**config.mk**
```make
export PLATFORM = sky130hd
export DESIGN_NAME = aes_byte_bridge
export DESIGN_NICKNAME = d
export VERILOG_FILES = /design/src/rtl/aes_pkg.sv /design/src/rtl/aes_byte_bridge_shifter.sv /design/src/rtl/aes_byte_bridge.sv
export SDC_FILE = /design/constraint.sdc
export NUM_CORES = 1
export LEC_CHECK = 0
export CORE_AREA = 3 3 208 210
export CTS_CLUSTER_SIZE = 8
export DETAILED_ROUTE_END_ITERATION = 6
export DIE_AREA = 0 0 211 213
export PLACE_DENSITY = 0.69
export SYNTH_ARGS = -nofsm -noshare
export SYNTH_HDL_FRONTEND = slang
export SYNTH_SLANG_ARGS = --single-unit
```
**constraint.sdc**
```tcl
create_clock -name clk -period 5.4 [get_ports clk]
set_input_delay 1.35 -clock clk [delete_from_list [all_inputs] [get_ports clk]]
set_output_delay 1.35 -clock clk [all_outputs]
set_load 0.1 [all_outputs]
```
**src/rtl/aes_pkg.sv**
```systemverilog
// Shared types and sizes for the AES byte bridge.
package aes_pkg;

  localparam int AES_BLK_BITS  = 128;
  localparam int AES_BLK_BYTES = 16;

  typedef logic [AES_BLK_BITS-1:0] aes_blk_t;

  typedef enum logic [2:0] {FILL, LOAD, REQ, WAIT, DRAIN} bridge_state_t;

endpackage

```
**src/rtl/aes_byte_bridge_shifter.sv**
```systemverilog
// 128-bit byte-wide shift register with a 4-bit byte counter; load has priority over shift.
module aes_byte_shifter
  import aes_pkg::*;
(
  input  logic                    clk,
  input  logic                    n_rst,
  input  logic                    load,
  input  logic [AES_BLK_BITS-1:0] load_data,
  input  logic                    shift,
  input  logic [7:0]              shift_in,
  output logic [AES_BLK_BITS-1:0] blk_q,
  output logic [3:0]              cnt_q
);

  logic [AES_BLK_BITS-1:0] blk_d;
  logic [3:0]              cnt_d;

  always_comb begin
    blk_d = blk_q;
    cnt_d = cnt_q;
    if (load) begin
      blk_d = load_data;
      cnt_d = 4'd0;
    end else if (shift) begin
      blk_d = {blk_q[AES_BLK_BITS-9:0], shift_in};
      cnt_d = cnt_q + 4'd1;
    end
  end

  always_ff @(posedge clk) begin
    if (!n_rst) begin
      blk_q <= '0;
      cnt_q <= 4'd0;
    end else begin
      blk_q <= blk_d;
      cnt_q <= cnt_d;
    end
  end

endmodule

```
**src/rtl/aes_byte_bridge.sv**
```systemverilog
// Byte-stream front/back end for AES_Block: gathers 16 bytes, runs one block, drains 16 bytes.
//   state | meaning
//   FILL  | accepting input bytes into the assembly buffer
//   LOAD  | aes_enable pulse; key and block already presented
//   REQ   | aes_enc_req or aes_dec_req pulse
//   WAIT  | waiting for aes_data_ready under the watchdog
//   DRAIN | serialising the captured result, MSB byte first
module aes_byte_bridge
  import aes_pkg::*;
#(
  parameter int TIMEOUT_CYCLES = 127
) (
  input  logic         clk,
  input  logic         n_rst,
  input  logic         mode,
  input  logic [127:0] key,
  input  logic         in_valid,
  input  logic [7:0]   in_data,
  output logic         in_ready,
  output logic         out_valid,
  output logic [7:0]   out_data,
  input  logic         out_ready,
  output logic         aes_enable,
  output logic         aes_enc_req,
  output logic         aes_dec_req,
  output logic [127:0] aes_key,
  output logic [127:0] aes_data_in,
  input  logic [127:0] aes_data_out,
  input  logic         aes_data_ready,
  output logic         busy,
  output logic         timeout_err
);

  localparam int              WD_W    = $clog2(TIMEOUT_CYCLES + 1);
  localparam logic [WD_W-1:0] WD_LAST = WD_W'(TIMEOUT_CYCLES - 1);

  bridge_state_t   state_q, state_d;
  logic [WD_W-1:0] wd_q, wd_d;
  logic            mode_q, mode_d;
  logic [127:0]    key_q, key_d;
  logic [127:0]    obuf_q, obuf_d;
  logic [3:0]      ocnt_q, ocnt_d;
  logic            terr_q, terr_d;
  logic            en_q, en_d;
  logic            enc_q, enc_d;
  logic            dec_q, dec_d;
  logic            busy_q, busy_d;
  logic            in_shift;
  logic [3:0]      icnt_q, icnt_d;
  logic [127:0]    ibuf_q;

  aes_byte_shifter u_in_shifter (
    .clk       (clk),
    .n_rst     (n_rst),
    .load      (1'b0),
    .load_data ('0),
    .shift     (in_shift),
    .shift_in  (in_data),
    .blk_q     (ibuf_q),
    .cnt_q     (icnt_q)
  );

  always_comb begin
    state_d  = state_q;
    wd_d     = wd_q;
    mode_d   = mode_q;
    key_d    = key_q;
    obuf_d   = obuf_q;
    ocnt_d   = ocnt_q;
    terr_d   = terr_q;
    in_shift = 1'b0;
    case (state_q)
      FILL: begin
        if (in_valid) begin
          in_shift = 1'b1;
          if (icnt_q == 4'd0) begin
            mode_d = mode;
            key_d  = key;
            terr_d = 1'b0;
          end
          if (icnt_q == 4'd15) state_d = LOAD;
        end
      end
      LOAD: state_d = REQ;
      REQ: begin
        wd_d    = '0;
        state_d = WAIT;
      end
      WAIT: begin
        // A result arriving on the last watchdog cycle still counts.
        if (aes_data_ready) begin
          obuf_d  = aes_data_out;
          ocnt_d  = 4'd0;
          state_d = DRAIN;
        end else if (wd_q == WD_LAST) begin
          terr_d  = 1'b1;
          state_d = FILL;
        end else begin
          wd_d = wd_q + 1'b1;
        end
      end
      DRAIN: begin
        if (out_ready) begin
          obuf_d = {obuf_q[119:0], 8'h00};
          ocnt_d = ocnt_q + 4'd1;
          if (ocnt_q == 4'd15) state_d = FILL;
        end
      end
      default: state_d = FILL;
    endcase

    icnt_d = icnt_q + {3'b000, in_shift};
    en_d   = (state_d == LOAD);
    enc_d  = (state_d == REQ) && !mode_d;
    dec_d  = (state_d == REQ) && mode_d;
    busy_d = (state_d != FILL) || (icnt_d != 4'd0);
  end

  always_ff @(posedge clk) begin
    if (!n_rst) begin
      state_q <= FILL;
      wd_q    <= '0;
      mode_q  <= 1'b0;
      key_q   <= '0;
      obuf_q  <= '0;
      ocnt_q  <= 4'd0;
      terr_q  <= 1'b0;
      en_q    <= 1'b0;
      enc_q   <= 1'b0;
      dec_q   <= 1'b0;
      busy_q  <= 1'b0;
    end else begin
      state_q <= state_d;
      wd_q    <= wd_d;
      mode_q  <= mode_d;
      key_q   <= key_d;
      obuf_q  <= obuf_d;
      ocnt_q  <= ocnt_d;
      terr_q  <= terr_d;
      en_q    <= en_d;
      enc_q   <= enc_d;
      dec_q   <= dec_d;
      busy_q  <= busy_d;
    end
  end

  assign in_ready    = (state_q == FILL);
  assign out_valid   = (state_q == DRAIN);
  assign out_data    = obuf_q[127:120];
  assign aes_enable  = en_q;
  assign aes_enc_req = enc_q;
  assign aes_dec_req = dec_q;
  assign aes_key     = key_q;
  assign aes_data_in = ibuf_q;
  assign busy        = busy_q;
  assign timeout_err = terr_q;

endmodule

```
======== Yosys cells after proc, flatten, opt, wreduce, memory -nomap -nowiden ========
Index checks and enable logic that the tools add are counted.
cells by class
  add/sub/neg operators ................... 4
  reductions and logical operators ........ 15
  mux-type cells .......................... 26
  equal/unequal tests ..................... 16
operator list
  operator               count
  $mux W128              2
  $pmux W128 S2          1
  $mux W3                6
  $pmux W3 S5            1
  $mux W7                2
  $pmux W7 S2            1
  $ne A2 B2 Y1 const B   5
  $eq A3 B2 Y1 const B   3
  $mux W1                9
  $reduce_and A3 Y1      3
  $add A4 B1 Y4 const B  2
  $eq A4 B4 Y1 const B   2
  $mux W4                2
  $pmux W4 S2            1
  $add A7 B1 Y7 const B  1
  $eq A7 B7 Y1 const B   1
  $eq A3 B1 Y1 const B   2
  $reduce_bool A2 Y1     3
  $reduce_and A5 Y1      1
  $add A4 B1 Y4          1
  $logic_not A4 Y1       1
  $ne A2 B1 Y1 const B   2
  $reduce_bool A4 Y1     1
  $eq A3 B3 Y1 const B   1
  6 further kinds        7
storage, ports and cells
  flip-flop bits (word level) ............. 408
  input bits .............................. 270
  output and inout port bits .............. 271
  word-level logic and storage cells ...... 74

======== Depth between registers and ports, before layout ========
  word-level depth ........................ 6
  depth in mapped cells ................... 12
  gate-level depth less buffers ........... 10

======== By module ========
Synthesis repeated with hierarchy kept, for this count alone.
unflattened totals
  cell total of the unflattened synthesis .. 1835
  area, all modules ....................... 18728.0 um^2
by module, submodules not included
  module            seq. area each (um^2)  area an instance (um^2)  times used  cells an instance
  aes_byte_bridge   5525.3                 11847.6                  1           1249
  aes_byte_shifter  2642.5                 6880.3                   1           586

======== Worst setup path before layout ========
OpenSTA, ideal clock, no wires.
  kind .................................... register to register
  start ................................... register state_q[1]
  end ..................................... register busy_q (netlist: busy)
  clock period less this slack ............ 3472 ps
  path buffers ............................ 2
  data required time ...................... 5286 ps
  library setup time ...................... 114 ps
  arrival time ............................ 3358 ps
  setup slack ............................. 1928 ps
  cell stages (with the launch flop) ...... 13
  cells stage by stage .................... dfxtp_1 -> buf_2 -> nor3_2 -> nand2_2 -> inv_2 -> clkbuf_1 -> ha_1 -> ha_1 -> and2_1 -> a21oi_1 -> o22ai_1 -> nand3_1 -> a21o_1
on the way
  longest elaborated chain between the ends .. 5
  elaborated cells on any way between the ends .. 17
  classes of those cells .................. add/sub (1); eq/ne (4); mux (8); reduce/logical (4)
RTL lines
  element                   RTL line                source
  start: declaration        aes_byte_bridge.sv:37   bridge_state_t state_q, state_d;
  start signal: assignment  aes_byte_bridge.sv:133  state_q <= state_d;
  $logic_not A3 Y1 *        -
  net in_ready              aes_byte_bridge.sv:19   output logic in_ready,
  $mux W1                   aes_byte_bridge.sv:72   case (state_q)
  $add A4 B1 Y4             aes_byte_bridge.sv:112  icnt_d = icnt_q + {3'b000, in_shift};
  $reduce_bool A4 Y1        aes_byte_bridge.sv:116  busy_d = (state_d != FILL) || (icnt_d != 4'd0);
  $logic_or A1 B1 Y1 *      aes_byte_bridge.sv:116
  end signal: assignment    aes_byte_bridge.sv:143  busy_q <= busy_d;
  end: declaration          aes_byte_bridge.sv:47   logic busy_q, busy_d;
The timed path passes the listed nets; every way through them passes the cells marked *.
A chain may end at the register's enable or synchronous reset.

======== Worst setup path after layout ========
  start ................................... register state_q[1]
  end ..................................... output in_ready
on the way
  longest elaborated chain between the ends .. 1
RTL lines
  element           RTL line                source
  $logic_not A3 Y1  aes_byte_bridge.sv:147  assign in_ready = (state_q == FILL);
  end: declaration  aes_byte_bridge.sv:19
Every way passes these cells.

==> impl_metrics.tcl <==
set metrics [dict create \
    outcome "finished with violations" \
    violations "DRC" \
    tns_ns 0 \
    start_util_pct 39.27 \
    skew_ns 0.01961 \
    area_delta_synth_final_pct 43.03 \
    layout_setup_ws_ns 1.414 \
    rsz0062_at_grt "no" \
    fmaxAchievable_mhz 250.9 \
    ir_worst_vdd_mv 0.2181 \
    vias 14080 \
    crit_fanout 10 \
    htree_levels 2 \
    synth_edf_count 0 \
    synth_cell_types 39 \
    syn_nets 2096 \
    ys_async_sr_fraction_pct 0 \
    grt.total_usage_pct 21.32 \
    numCtsBuffers 57 \
    fp.dieW_um 211 \
    wl_per_cell_um 17.90 \
    worstPathArrival_ns 2.64 \
    fillCellCount 3761 \
    port-buffer-count 540 \
    antenna_left 0 \
    grt_max_degree 180 \
    cts-hold-fix-buffers 0 \
    clk_pin_slew_ns 0.05 \
    io_pins 541 \
    num_rows 75 \
    netlist_area_um2 16400 \
    drv_slew 0 \
    synth_seq_area_share_pct 49.80 \
    core_um2 41760 \
    p_leak_nw 9.607 \
    antenna_found_initial 9 \
    cts_tree "done" \
    fin_util_pct 56.17 \
    critPathKind "reg2out" \
    post_cts_buffers 0 \
    drive_above_1_share_pct 3.809 \
    grt_pass1_wl_um 76240 \
    place_hpwl_um 36140 \
    setup_viol 0 \
    worst_pin_slew_ns 1.177 \
    cp-start-kind "flip-flop" \
    root_buffer "clkbuf_16" \
    ys_ff_latch 408 \
    netlist_instances 1819 \
    syn_area_per_cell_um2 9.016 \
    period_share_pct 73.82 \
    pre_cts_ws_ns 1.476 \
    synthFlopType "dfxtp_1" \
    vias_per_cell 4.976 \
    cts_resized 0 \
    hp-class "reg2reg" \
    drt-total-wl_um 50640 \
    die_y_um 213 \
    critPathRequiredTime_ns 4.05 \
    first_pass_iters 7 \
    dieArea_um2 44940 \
    total_power_mw 7.666 \
    slew_headroom_pct 21.28 \
    drt_iter0_drc 948 \
    power_density_nw_per_um2 326.8 \
    gr-total-overflow 0 \
    hold_viol 0 \
    cp-end-kind "output pin" \
    clock-sinks 408 \
    drc 10 \
    synth_warnings 0 \
    fin_nets 2557 \
    cts_buffer_depth 3 \
    drv_cap 0 \
    clk_latency_ns 0.60 \
    fin_hold_ws_ns 0.4488 \
    fin_crit_ns 3.986 \
    place_congestion 0.8547 \
    grt_pass1_vias 13580 \
]
sequential cells by signal, summed over array words and instances (netlist names), 3 cells and up:
| signal | count |
|---|---|
| u_in_shifter.cnt_q | 4 |
| aes_key | 128 |
| ocnt_q | 4 |
| wd_q | 7 |
| state_q | 3 |
| u_in_shifter.blk_q | 128 |
| obuf_q | 128 |
cell usage after synthesis, types with 2 or more instances:
cell type / n / area [um^2]
xor2_1: 8 / 70.07
nand2b_1: 2 / 12.51
a21boi_1: 200 / 1501
inv_1: 4 / 15.01
buf_4: 19 / 142.6
buf_2: 55 / 275.3
a21o_1: 2 / 15.01
xnor2_1: 3 / 26.28
nor2b_1: 10 / 62.56
a22oi_1: 8 / 60.06
nand4_1: 7 / 43.79
nor2_1: 14 / 52.55
or3_1: 2 / 12.51
dfxtp_1: 408 / 8168
o21ai_0: 3 / 15.01
and2_1: 7 / 43.79
o211a_1: 120 / 1201
nand2_1: 650 / 2440
ha_1: 7 / 87.58
nand3_1: 6 / 30.03
a21oi_1: 6 / 30.03
a21boi_0: 60 / 450.4
clkbuf_1: 80 / 300.3
mux2i_1: 121 / 1211
nor3b_1: 3 / 22.52
placed cells by master (no fill, tap or decap), types with 8 or more instances in the layout:
cell type,count
mux2i_1,121
nor2_1,14
a21boi_1,200
xor2_1,8
a22oi_1,8
o211a_1,120
nand2_1,650
clkbuf_16,57
dfxtp_1,408
buf_4,14
nor2b_1,10
a21boi_0,60
clkdlybuf4s50_1,538
worst max-delay path, stage by stage (launching register included):
cell	delay (ns)
dfxtp_1	0.40
nor3_2	0.37
clkdlybuf4s50_1	1.27
path summary, 6_finish.rpt:
kind                      from           end  slack, ns  cells after the start
setup reg to reg    state_q[2]   obuf_q[101]       2.61                      6
hold reg to reg   aes_key[112]  aes_key[112]       0.45                      2
hold / removal    aes_key[112]  aes_key[112]       0.45                      2
setup / recovery    state_q[1]      in_ready       1.41                      2
final cells by class:
class	instances	area (um^2)	area share [%]
Timing Repair Buffer	556	5565	23.73
Sequential cell	408	8168	34.82
Tap cell	539	674.4	2.875
Clock buffer	59	1434	6.113
Clock inverter	4	46.29	0.1974
Inverter	5	21.27	0.09068
Antenna cell	7	17.52	0.07467
Multi-Input combinational cell	1252	7531	32.10
where the power goes:
part	internal (mW)	switching [mW]	total [mW]
clock network	1.85	1.25	3.10
registers	3.11	0.0521	3.16
logic	0.427	0.975	1.40
total	5.39	2.28	7.67
cells by family after synthesis:
logic type,share of synthesized area (%)
adder cells (fa/ha/maj),0.5340
flip-flops,49.80
AND/OR/NAND/NOR,16.95
XOR/XNOR,0.5875
multiplexers,7.385
buffers and inverters,4.493
AO/OA/AOI/OAI,20.25
through the flow:
step	area (um^2)	std cells
after floorplan	16400	1819
after global placement	21960	2760
after detailed placement	21960	2760
after CTS	23440	2823
after global routing	23460	2830
final	23460	2830
per-layer routing:
metal / global-route usage, % / up-vias / share of wire [%]
li1: - / 6994 / -
met1: 24.57 / 6554 / 40
met2: 36.27 / 430 / 49
met3: 7.332 / 100 / 8.0
met4: 9.030 / 4 / 3.6
met5: 0 / - / 0.045
Note: power is estimated with default switching activity, not from simulation.
